<file path="config.mk">
export PLATFORM = sky130hd
export DESIGN_NAME = mdu_sequencer
export DESIGN_NICKNAME = d
export VERILOG_FILES = /design/src/rtl/cpu_pkg.sv /design/src/rtl/mdu_step.sv /design/src/rtl/mdu_sequencer.sv
export SDC_FILE = /design/constraint.sdc
export NUM_CORES = 1
export LEC_CHECK = 0
export BUFFER_PORTS_ARGS = -buffer_cell sky130_fd_sc_hd__buf_2
export CELL_PAD_IN_SITES_DETAIL_PLACEMENT = 1
export CELL_PAD_IN_SITES_GLOBAL_PLACEMENT = 2
export CORE_ASPECT_RATIO = 0.7
export CORE_UTILIZATION = 35
export DETAILED_ROUTE_END_ITERATION = 16
export MAX_ROUTING_LAYER = met4
export PLACE_DENSITY = 0.86
export SLEW_MARGIN = 20
export SYNTH_ARGS = -nofsm -noshare
export SYNTH_HDL_FRONTEND = slang
export SYNTH_HIERARCHICAL = 1
export SYNTH_SLANG_ARGS = --single-unit
</file>
<file path="constraint.sdc">
create_clock -name clk -period 3.55 [get_ports clk]
set_input_delay 0 -clock clk [delete_from_list [all_inputs] [get_ports clk]]
set_output_delay 0 -clock clk [all_outputs]
set_load 0.02 [all_outputs]
</file>
<file path="src/rtl/cpu_pkg.sv">
// Shared CPU definitions used by the multiply/divide unit: opcodes, FSM states
// and flag bit positions.
package cpu_pkg;

    localparam logic [5:0] OP_MUL = 6'h11;
    localparam logic [5:0] OP_DIV = 6'h12;
    localparam logic [5:0] OP_MOD = 6'h13;

    localparam int unsigned FLG_Z = 0;
    localparam int unsigned FLG_N = 1;
    localparam int unsigned FLG_C = 2;
    localparam int unsigned FLG_V = 3;

    typedef enum logic [1:0] {
        IDLE,
        RUN,
        DONE
    } mdu_state_e;

    function automatic logic is_mdu_op(input logic [5:0] op);
        return (op == OP_MUL) || (op == OP_DIV) || (op == OP_MOD);
    endfunction

endpackage

</file>
<file path="src/rtl/mdu_step.sv">
// One combinational iteration of the unsigned shift-add multiplier (LSB first)
// or the restoring divider (MSB first), selected by op.
module mdu_step
    import cpu_pkg::*;
#(
    parameter int unsigned WIDTH = 16
) (
    input  logic [5:0]         op,
    input  logic [2*WIDTH-1:0] acc,
    input  logic [WIDTH-1:0]   operand,
    output logic [2*WIDTH-1:0] acc_next
);

    logic [WIDTH:0] sum;
    logic [WIDTH:0] rem;
    logic [WIDTH:0] diff;

    always_comb begin
        // Multiply: acc = {partial product, remaining multiplier bits}.
        // Divide:   acc = {remainder, dividend bits shifting into quotient}.
        sum  = {1'b0, acc[2*WIDTH-1:WIDTH]} + {1'b0, operand};
        rem  = {acc[2*WIDTH-1:WIDTH], acc[WIDTH-1]};
        diff = rem - {1'b0, operand};
        acc_next = acc;
        if (op == OP_MUL) begin
            if (acc[0]) begin
                acc_next = {sum, acc[WIDTH-1:1]};
            end else begin
                acc_next = {1'b0, acc[2*WIDTH-1:1]};
            end
        end else if (rem >= {1'b0, operand}) begin
            acc_next = {diff[WIDTH-1:0], acc[WIDTH-2:0], 1'b1};
        end else begin
            acc_next = {rem[WIDTH-1:0], acc[WIDTH-2:0], 1'b0};
        end
    end

endmodule

</file>
<file path="src/rtl/mdu_sequencer.sv">
// Multi-cycle unsigned MUL/DIV/MOD unit: latches operands on start, iterates
// WIDTH times through mdu_step, then registers result and flags.
module mdu_sequencer
    import cpu_pkg::*;
#(
    parameter int unsigned WIDTH = 16,
    parameter int unsigned CNT_W = $clog2(WIDTH)
) (
    input  logic             clk,
    input  logic             reset,
    input  logic             start,
    input  logic [5:0]       opcode,
    input  logic [WIDTH-1:0] x,
    input  logic [WIDTH-1:0] y,
    output logic             ALU_ready,
    output logic [WIDTH-1:0] result,
    output logic [WIDTH-1:0] result_hi,
    output logic [3:0]       flags
);

    mdu_state_e         state_q, state_d;
    logic [CNT_W-1:0]   cnt_q, cnt_d;
    logic [5:0]         op_q, op_d;
    logic [2*WIDTH-1:0] acc_q, acc_d;
    logic [WIDTH-1:0]   opnd_q, opnd_d;
    logic               ready_q, ready_d;
    logic [WIDTH-1:0]   result_q, result_d;
    logic [WIDTH-1:0]   result_hi_q, result_hi_d;
    logic [3:0]         flags_q, flags_d;
    logic [2*WIDTH-1:0] step_acc;

    logic               load;
    logic [WIDTH-1:0]   res_n;
    logic [WIDTH-1:0]   hi_n;
    logic               v_n;

    mdu_step #(
        .WIDTH (WIDTH)
    ) u_step (
        .op       (op_q),
        .acc      (acc_q),
        .operand  (opnd_q),
        .acc_next (step_acc)
    );

    always_comb begin
        state_d     = state_q;
        cnt_d       = cnt_q;
        op_d        = op_q;
        acc_d       = acc_q;
        opnd_d      = opnd_q;
        ready_d     = ready_q;
        result_d    = result_q;
        result_hi_d = result_hi_q;
        flags_d     = flags_q;
        load        = 1'b0;
        res_n       = '0;
        hi_n        = '0;
        v_n         = 1'b0;

        unique case (state_q)
            IDLE: begin
                if (start && is_mdu_op(opcode)) begin
                    op_d    = opcode;
                    cnt_d   = CNT_W'(WIDTH - 1);
                    ready_d = 1'b0;
                    if (opcode == OP_MUL) begin
                        acc_d  = {{WIDTH{1'b0}}, y};
                        opnd_d = x;
                    end else begin
                        acc_d  = {{WIDTH{1'b0}}, x};
                        opnd_d = y;
                    end
                    // Divide by zero resolves immediately; ready stays low for DONE.
                    if (opcode != OP_MUL && y == '0) begin
                        state_d = DONE;
                        load    = 1'b1;
                        v_n     = 1'b1;
                        res_n   = (opcode == OP_DIV) ? {WIDTH{1'b1}} : x;
                    end else begin
                        state_d = RUN;
                    end
                end
            end
            RUN: begin
                acc_d = step_acc;
                if (cnt_q == '0) begin
                    state_d = DONE;
                    ready_d = 1'b1;
                    load    = 1'b1;
                    unique case (op_q)
                        OP_MUL: begin
                            res_n = step_acc[WIDTH-1:0];
                            hi_n  = step_acc[2*WIDTH-1:WIDTH];
                        end
                        OP_DIV:  res_n = step_acc[WIDTH-1:0];
                        default: res_n = step_acc[2*WIDTH-1:WIDTH];
                    endcase
                end else begin
                    cnt_d = cnt_q - CNT_W'(1);
                end
            end
            DONE: begin
                state_d = IDLE;
                ready_d = 1'b1;
            end
            default: state_d = IDLE;
        endcase

        if (load) begin
            result_d       = res_n;
            result_hi_d    = hi_n;
            flags_d        = '0;
            flags_d[FLG_Z] = (res_n == '0);
            flags_d[FLG_N] = res_n[WIDTH-1];
            flags_d[FLG_C] = (op_d == OP_MUL) && (hi_n != '0);
            flags_d[FLG_V] = v_n;
        end
    end

    always_ff @(posedge clk) begin
        if (!reset) begin
            state_q     <= IDLE;
            cnt_q       <= '0;
            op_q        <= '0;
            acc_q       <= '0;
            opnd_q      <= '0;
            ready_q     <= 1'b1;
            result_q    <= '0;
            result_hi_q <= '0;
            flags_q     <= '0;
        end else begin
            state_q     <= state_d;
            cnt_q       <= cnt_d;
            op_q        <= op_d;
            acc_q       <= acc_d;
            opnd_q      <= opnd_d;
            ready_q     <= ready_d;
            result_q    <= result_d;
            result_hi_q <= result_hi_d;
            flags_q     <= flags_d;
        end
    end

    assign ALU_ready = ready_q;
    assign result    = result_q;
    assign result_hi = result_hi_q;
    assign flags     = flags_q;

endmodule
</file>
Word-level counts from Yosys, hierarchy flattened
Cells that the tools add are included.
Cells by class
  add/sub/neg operators: 3
  order comparisons: 1
  equal/unequal tests: 12
  multiplexer cells: 33
  reduce and logical (&&, ||, !) cells: 18
Operators with widths (count)
  16-bit 2-to-1 mux: 10
  32-bit 2-to-1 mux: 4
  32-bit case mux with 2 select lines: 1
  6-bit by 5-bit == test with 1-bit output (second input constant): 6
  16-bit zero test: 2
  16-bit case mux with 2 select lines: 1
  16-bit by 16-bit adder with 17-bit output: 1
  17-bit by 16-bit greater-or-equal comparator with 1-bit output: 1
  16-bit nonzero test: 1
  16-bit subtractor: 1
  6-bit 2-to-1 mux: 2
  4-bit 2-to-1 mux: 2
  4-bit case mux with 2 select lines: 1
  1-bit 2-to-1 mux: 6
  2-bit 2-to-1 mux: 3
  2-bit inequality test (second input constant): 3
  6-bit by 5-bit inequality test with 1-bit output (second input constant): 1
  2-bit AND reduction: 3
  3-bit AND reduction: 2
  4-bit zero test: 1
  2-bit case mux with 2 select lines: 1
  4-bit by 1-bit subtractor with 4-bit output (second input constant): 1
  1-bit logical AND: 3
  1-bit case mux with 3 select lines: 1
  other kinds (8): 9
Storage, ports and cells
  register bits: 97
  input port bits: 41
  output and inout port bits: 37

Logic depth before layout (Yosys ltp)
  depth after elaboration: 8
  depth in mapped cells: 16
  gate-level depth less buffers: 16

Modules after synthesis
The synthesis kept the hierarchy.
By module, submodules not included
  mdu_sequencer: instances 1, cells each 548, area an instance 4659.5 um2, seq. area each 1921.8 um2
  mdu_step: instances 1, cells each 376, area an instance 2513.7 um2, seq. area each 0.0 um2

Worst setup path before layout
OpenSTA, ideal clock, no wires.
  path kind: reg-to-reg
  start point: register acc_q[16]
  end point: register flags_q[2] (netlist: flags[2])
  arrival time: 3.039 ns
  data required time: 3.422 ns
  setup slack: 0.383 ns
  cell stages (with the launch flop): 15
  path buffers: 0
  cells stage by stage: dfxtp_1 ha_1 fa_1 a211oi_2 o21bai_2 a221oi_4 o21bai_2 nand4_1 a211oi_1 a211o_1 nor4_1 nand4_1 o41ai_1 a2bb2oi_1 nor2_1
On the way
  word-level cells in the longest chain between the ends: 8
Ends and longest elaborated chain
  from (decl): RTL line mdu_sequencer.sv:24  | logic [2*WIDTH-1:0] acc_q, acc_d;
  from (signal assigned): RTL line mdu_sequencer.sv:126  | acc_q <= '0;
  from (signal assigned): RTL line mdu_sequencer.sv:136  | acc_q <= acc_d;
  16-bit subtractor, or another cell as far along: RTL line mdu_step.sv:23  | diff = rem - {1'b0, operand};
  32-bit 2-to-1 mux (on tied branches): RTL line mdu_step.sv:31, mdu_step.sv:26
  32-bit 2-to-1 mux (*): RTL line mdu_step.sv:25  | if (op == OP_MUL) begin
  named net step_acc[31]: RTL line mdu_sequencer.sv:30  | logic [2*WIDTH-1:0] step_acc;
  16-bit 2-to-1 mux (*): RTL line mdu_sequencer.sv:91  | unique case (op_q)
  16-bit 2-to-1 mux (*): RTL line mdu_sequencer.sv:87  | if (cnt_q == '0) begin
  16-bit 2-to-1 mux (*): RTL line mdu_sequencer.sv:61  | unique case (state_q)
  16-bit nonzero test (*): RTL line mdu_sequencer.sv:116  | flags_d[FLG_C] = (op_d == OP_MUL) && (hi_n != '0);
  1-bit logical AND (*): RTL line mdu_sequencer.sv:116
  to (signal assigned): RTL line mdu_sequencer.sv:141  | flags_q <= flags_d;
  to (decl): RTL line mdu_sequencer.sv:29  | logic [3:0] flags_q, flags_d;
The timed path passes the listed nets; every way through them passes the cells marked *.
A chain may end at the register's enable or synchronous reset.

Worst setup path in the final report
  start point: register opnd_q[2]
  end point: register flags_q[2] (netlist: flags[2])
On the way
  word-level cells in the longest chain between the ends: 8
Ends and longest elaborated chain
  from (decl): RTL line mdu_sequencer.sv:25  | logic [WIDTH-1:0] opnd_q, opnd_d;
  from (signal assigned): RTL line mdu_sequencer.sv:137  | opnd_q <= opnd_d;
  16-bit subtractor, or another cell as far along: RTL line mdu_step.sv:23
  32-bit 2-to-1 mux (on tied branches): RTL line mdu_step.sv:31, mdu_step.sv:26
  32-bit 2-to-1 mux (*): RTL line mdu_step.sv:25
  named net step_acc[28]: RTL line mdu_sequencer.sv:30
  16-bit 2-to-1 mux (*): RTL line mdu_sequencer.sv:91
  16-bit 2-to-1 mux (*): RTL line mdu_sequencer.sv:87
  16-bit 2-to-1 mux (*): RTL line mdu_sequencer.sv:61
  16-bit nonzero test (*): RTL line mdu_sequencer.sv:116
  1-bit logical AND (*): RTL line mdu_sequencer.sv:116
Marks and branches as above.

==> results.yml <==
route:
  ant_nets: 0
  first_iter_violations: 524
  vias: 7439
  drc: 0
  wirelength_um: 27490
  wl_per_cell_um: 21.26
  vias_per_cell: 5.753
  first_pass_iters: 7
clock_tree:
  clk-insertion-delay-late_ns: 0.36
  cts_tree: "done"
  path_clk_slew_ns: 0.09
  htree_levels: 3
  cts_sinks: 96
  post_cts_buffers: 0
  cts_inserted_buffers: 9
  clockBufferDepth: 2
  cts_root_buffer: "clkbuf_16"
setup_path:
  worstPathArrival_ns: 3.64
  critical_path_required_ns: 3.77
  critPathCaptureType: "flip-flop"
  slowest_delay_ns: 0.39
  cpMaxStageDelayCell: "ha_1"
  path_class: "reg -> reg"
  reg2reg_depth: 14
  critPathBufInv: 1
  cp_max_fo: 5
  critPathTopFamily: "compound AO/OA/AOI/OAI gates"
  path_depth: 14
  worst_path_most_repeated_cell: "a21oi_1"
  start_kind: "flip-flop"
  path_cells: "buf_4 -> ha_1 -> o21ai_1 -> o21ai_0 -> a21oi_2 -> a21oi_1 -> a211oi_1 -> o32ai_1 -> a21oi_1 -> nor4_1 -> nand4_1 -> o41ai_2 -> a2bb2oi_1 -> nor2_1"
hold_path:
  hold_class: "in -> reg"
  hold_depth: 2
yosys:
  synth_area_um2: 7173
  yosysUniqueCellTypes: 84
  synth_edf_count: 0
  ys_ff_latch: 96
  ys_async_sr_fraction: 0
  syn-mean-instance-area_um2: 7.763
  yosysWarnings: 6
  syn_nets: 1004
  ys_seq_area_frac: 0.2679
  syn_inst: 924
  synth_top_area_frac: 0.2679
  ys.flop_type: "dfxtp_1"
  synth_top_area_cell: "dfxtp_1"
  synth_area_leaders: "dfxtp_1 27%, ha_1 6.5%, nand2_1 6.4%, a21oi_1 6.4%, mux2i_1 4.7%"
finish:
  stdcell_count: 1293
  final_cell_mix: "123 x nand2_1, 94 x dfxtp_1, 90 x a21oi_1"
  nets: 1098
  synthToLayoutAreaGrowth_pct: 19.03
  fin_util: 0.4278
  drive_above_1_share: 0.2102
  antenna_cells: 0
  mostFrequentLayoutCell: "nand2_1"
  final_area_um2: 8538
run_status:
  outcome: "complete, no violations"
sta:
  worstMarginPinSlew_ns: 0.9015
  rsz0062_at_grt: "yes"
  fin_crit_sh: 0.9623
  fmax_mhz: 292.7
  finalSetupViolCount: 0
  slew_violations: 0
  fin_setup_tns_ns: 0
  finalHoldViolations: 0
  layout_min_cycle_time_ns: 3.416
  relSlewSlack: 0.3990
  skew_ns: 0.01929
  hold_slack_ns: 0.004439
  finalWorstSetupSlack_ns: 0.1339
pwr:
  p_per_area_nw_per_um2: 306.0
  p_sw_frac: 0.3187
  ir_drop_mv: 0.2115
  p_int_mw: 1.780
  pwr-share-comb: 0.191
  power_leakage_nw: 3.553
  p_sw_uw: 832.8
  totalPowerFinal_mw: 2.613
  seq_power_share: 0.418
  power_frac_clock: 0.391
placement:
  place.gp.congestion: 0.9390
  io_buffers: 77
  numPlacedInstances: 1276
  place_ws_ns: -0.04465
  dp.final_hpwl_um: 21200
  placed_area_um2: 8137
floorplan:
  die_width_um: 173.1
  die_area_um2: 21080
  fp.dieH_um: 121.8
  num_io_pins: 78
  initial_core_util: 0.3594
  num_rows: 43
  core_um2: 19960
global_routing:
  grtUsageTotal: 0.2730
  gr-total-overflow: 0
  grt_first_pass_wirelength_um: 43110
  grt_pass1_vias: 7316
  antenna_found_initial: 0
  grt_max_degree: 41
flow_run:
  drv_cap: 0
## layer usage
| layer | routed length [um] | global-route usage | vias up |
|---|---|---|---|
| met5 | 0 | - | - |
| met2 | 11080 | 0.3805 | 210 |
| met4 | 255 | 0.04369 | 0 |
| met3 | 1790 | 0.04713 | 23 |
| met1 | 14360 | 0.4092 | 3651 |
| li1 | - | - | 3555 |
## sequential cells by signal (all words and copies together) (netlist names)
name       cells
ALU_ready      1
acc_q         32
cnt_q          4
flags          4
op_q           6
opnd_q        16
result        15
result_hi     16
state_q        2
## timing repair
| action | 4_1_cts | 5_1_grt |
|---|---|---|
| setup endpoints to repair | 2 | 7 |
| resized for setup | 3 | 14 |
| hold buffers | 1 | 0 |
| pin swaps | 0 | 6 |
| endpoints found under the hold margin | 1 | 0 |
## worst paths after layout
| kind | startpoint | endpoint | slack (ns) |
|---|---|---|---|
| min | x[15] | flags[1] | 0.004 |
| max reg2reg | opnd_q[2] | flags[2] | 0.13 |
| min reg2reg | result[9] | result[9] | 0.48 |
| max | opnd_q[2] | flags[2] | 0.13 |
## synthesized netlist by cell type (23+ instances only)
cell type and number:
o21ai_0 29, a21oi_1 92, ha_1 37, nand2_1 123
nand3_1 23, mux2i_1 34, a211oi_1 23, inv_1 32
clkbuf_1 36, o211ai_1 24, nor2_1 81, dfxtp_1 96
## worst reg2reg max path: cells and delay by family, from the launching register on
kind,cells,cell delay [ns]
compound gates,9,1.90
fa+ha+maj,1,0.39
buf+inv,1,0.13
flops,1,0.32
simple gates,3,0.56
## area by class of cell
class | count | area [um^2]
clock buffers | 9 | 225.2
repair buffers | 148 | 933.4
clock inverters | 7 | 72.57
flip-flops and latches | 96 | 1924
inverters | 34 | 127.6
well taps | 270 | 337.8
fillers | 2493 | 11420
multi-input cells | 729 | 4917
## cells by family (layout without fill, tap and decap cells)
kind of cell | Yosys count | after routing | share of synthesized area
AOI/OAI and AO/OA | 284 | 284 | 0.2758
DFF | 96 | 96 | 0.2679
xor gates and xnor gates | 20 | 20 | 0.02442
and+or+nand+nor | 335 | 335 | 0.2264
adders and majority gates | 39 | 39 | 0.07012
buffers and inverters | 99 | 198 | 0.06070
muxes | 51 | 51 | 0.07466
## power groups by stage
stage / Sequential (mW) / Combinational (mW) / Clock (mW)
floorplan: 1.12 / 0.253 / 0
global placement: 1.12 / 0.474 / 0
detailed placement: 1.12 / 0.475 / 0
CTS: 1.09 / 0.483 / 1.03
global route: 1.09 / 0.528 / 1.08
finish: 1.09 / 0.500 / 1.02
(Power assumes the default switching activity.)
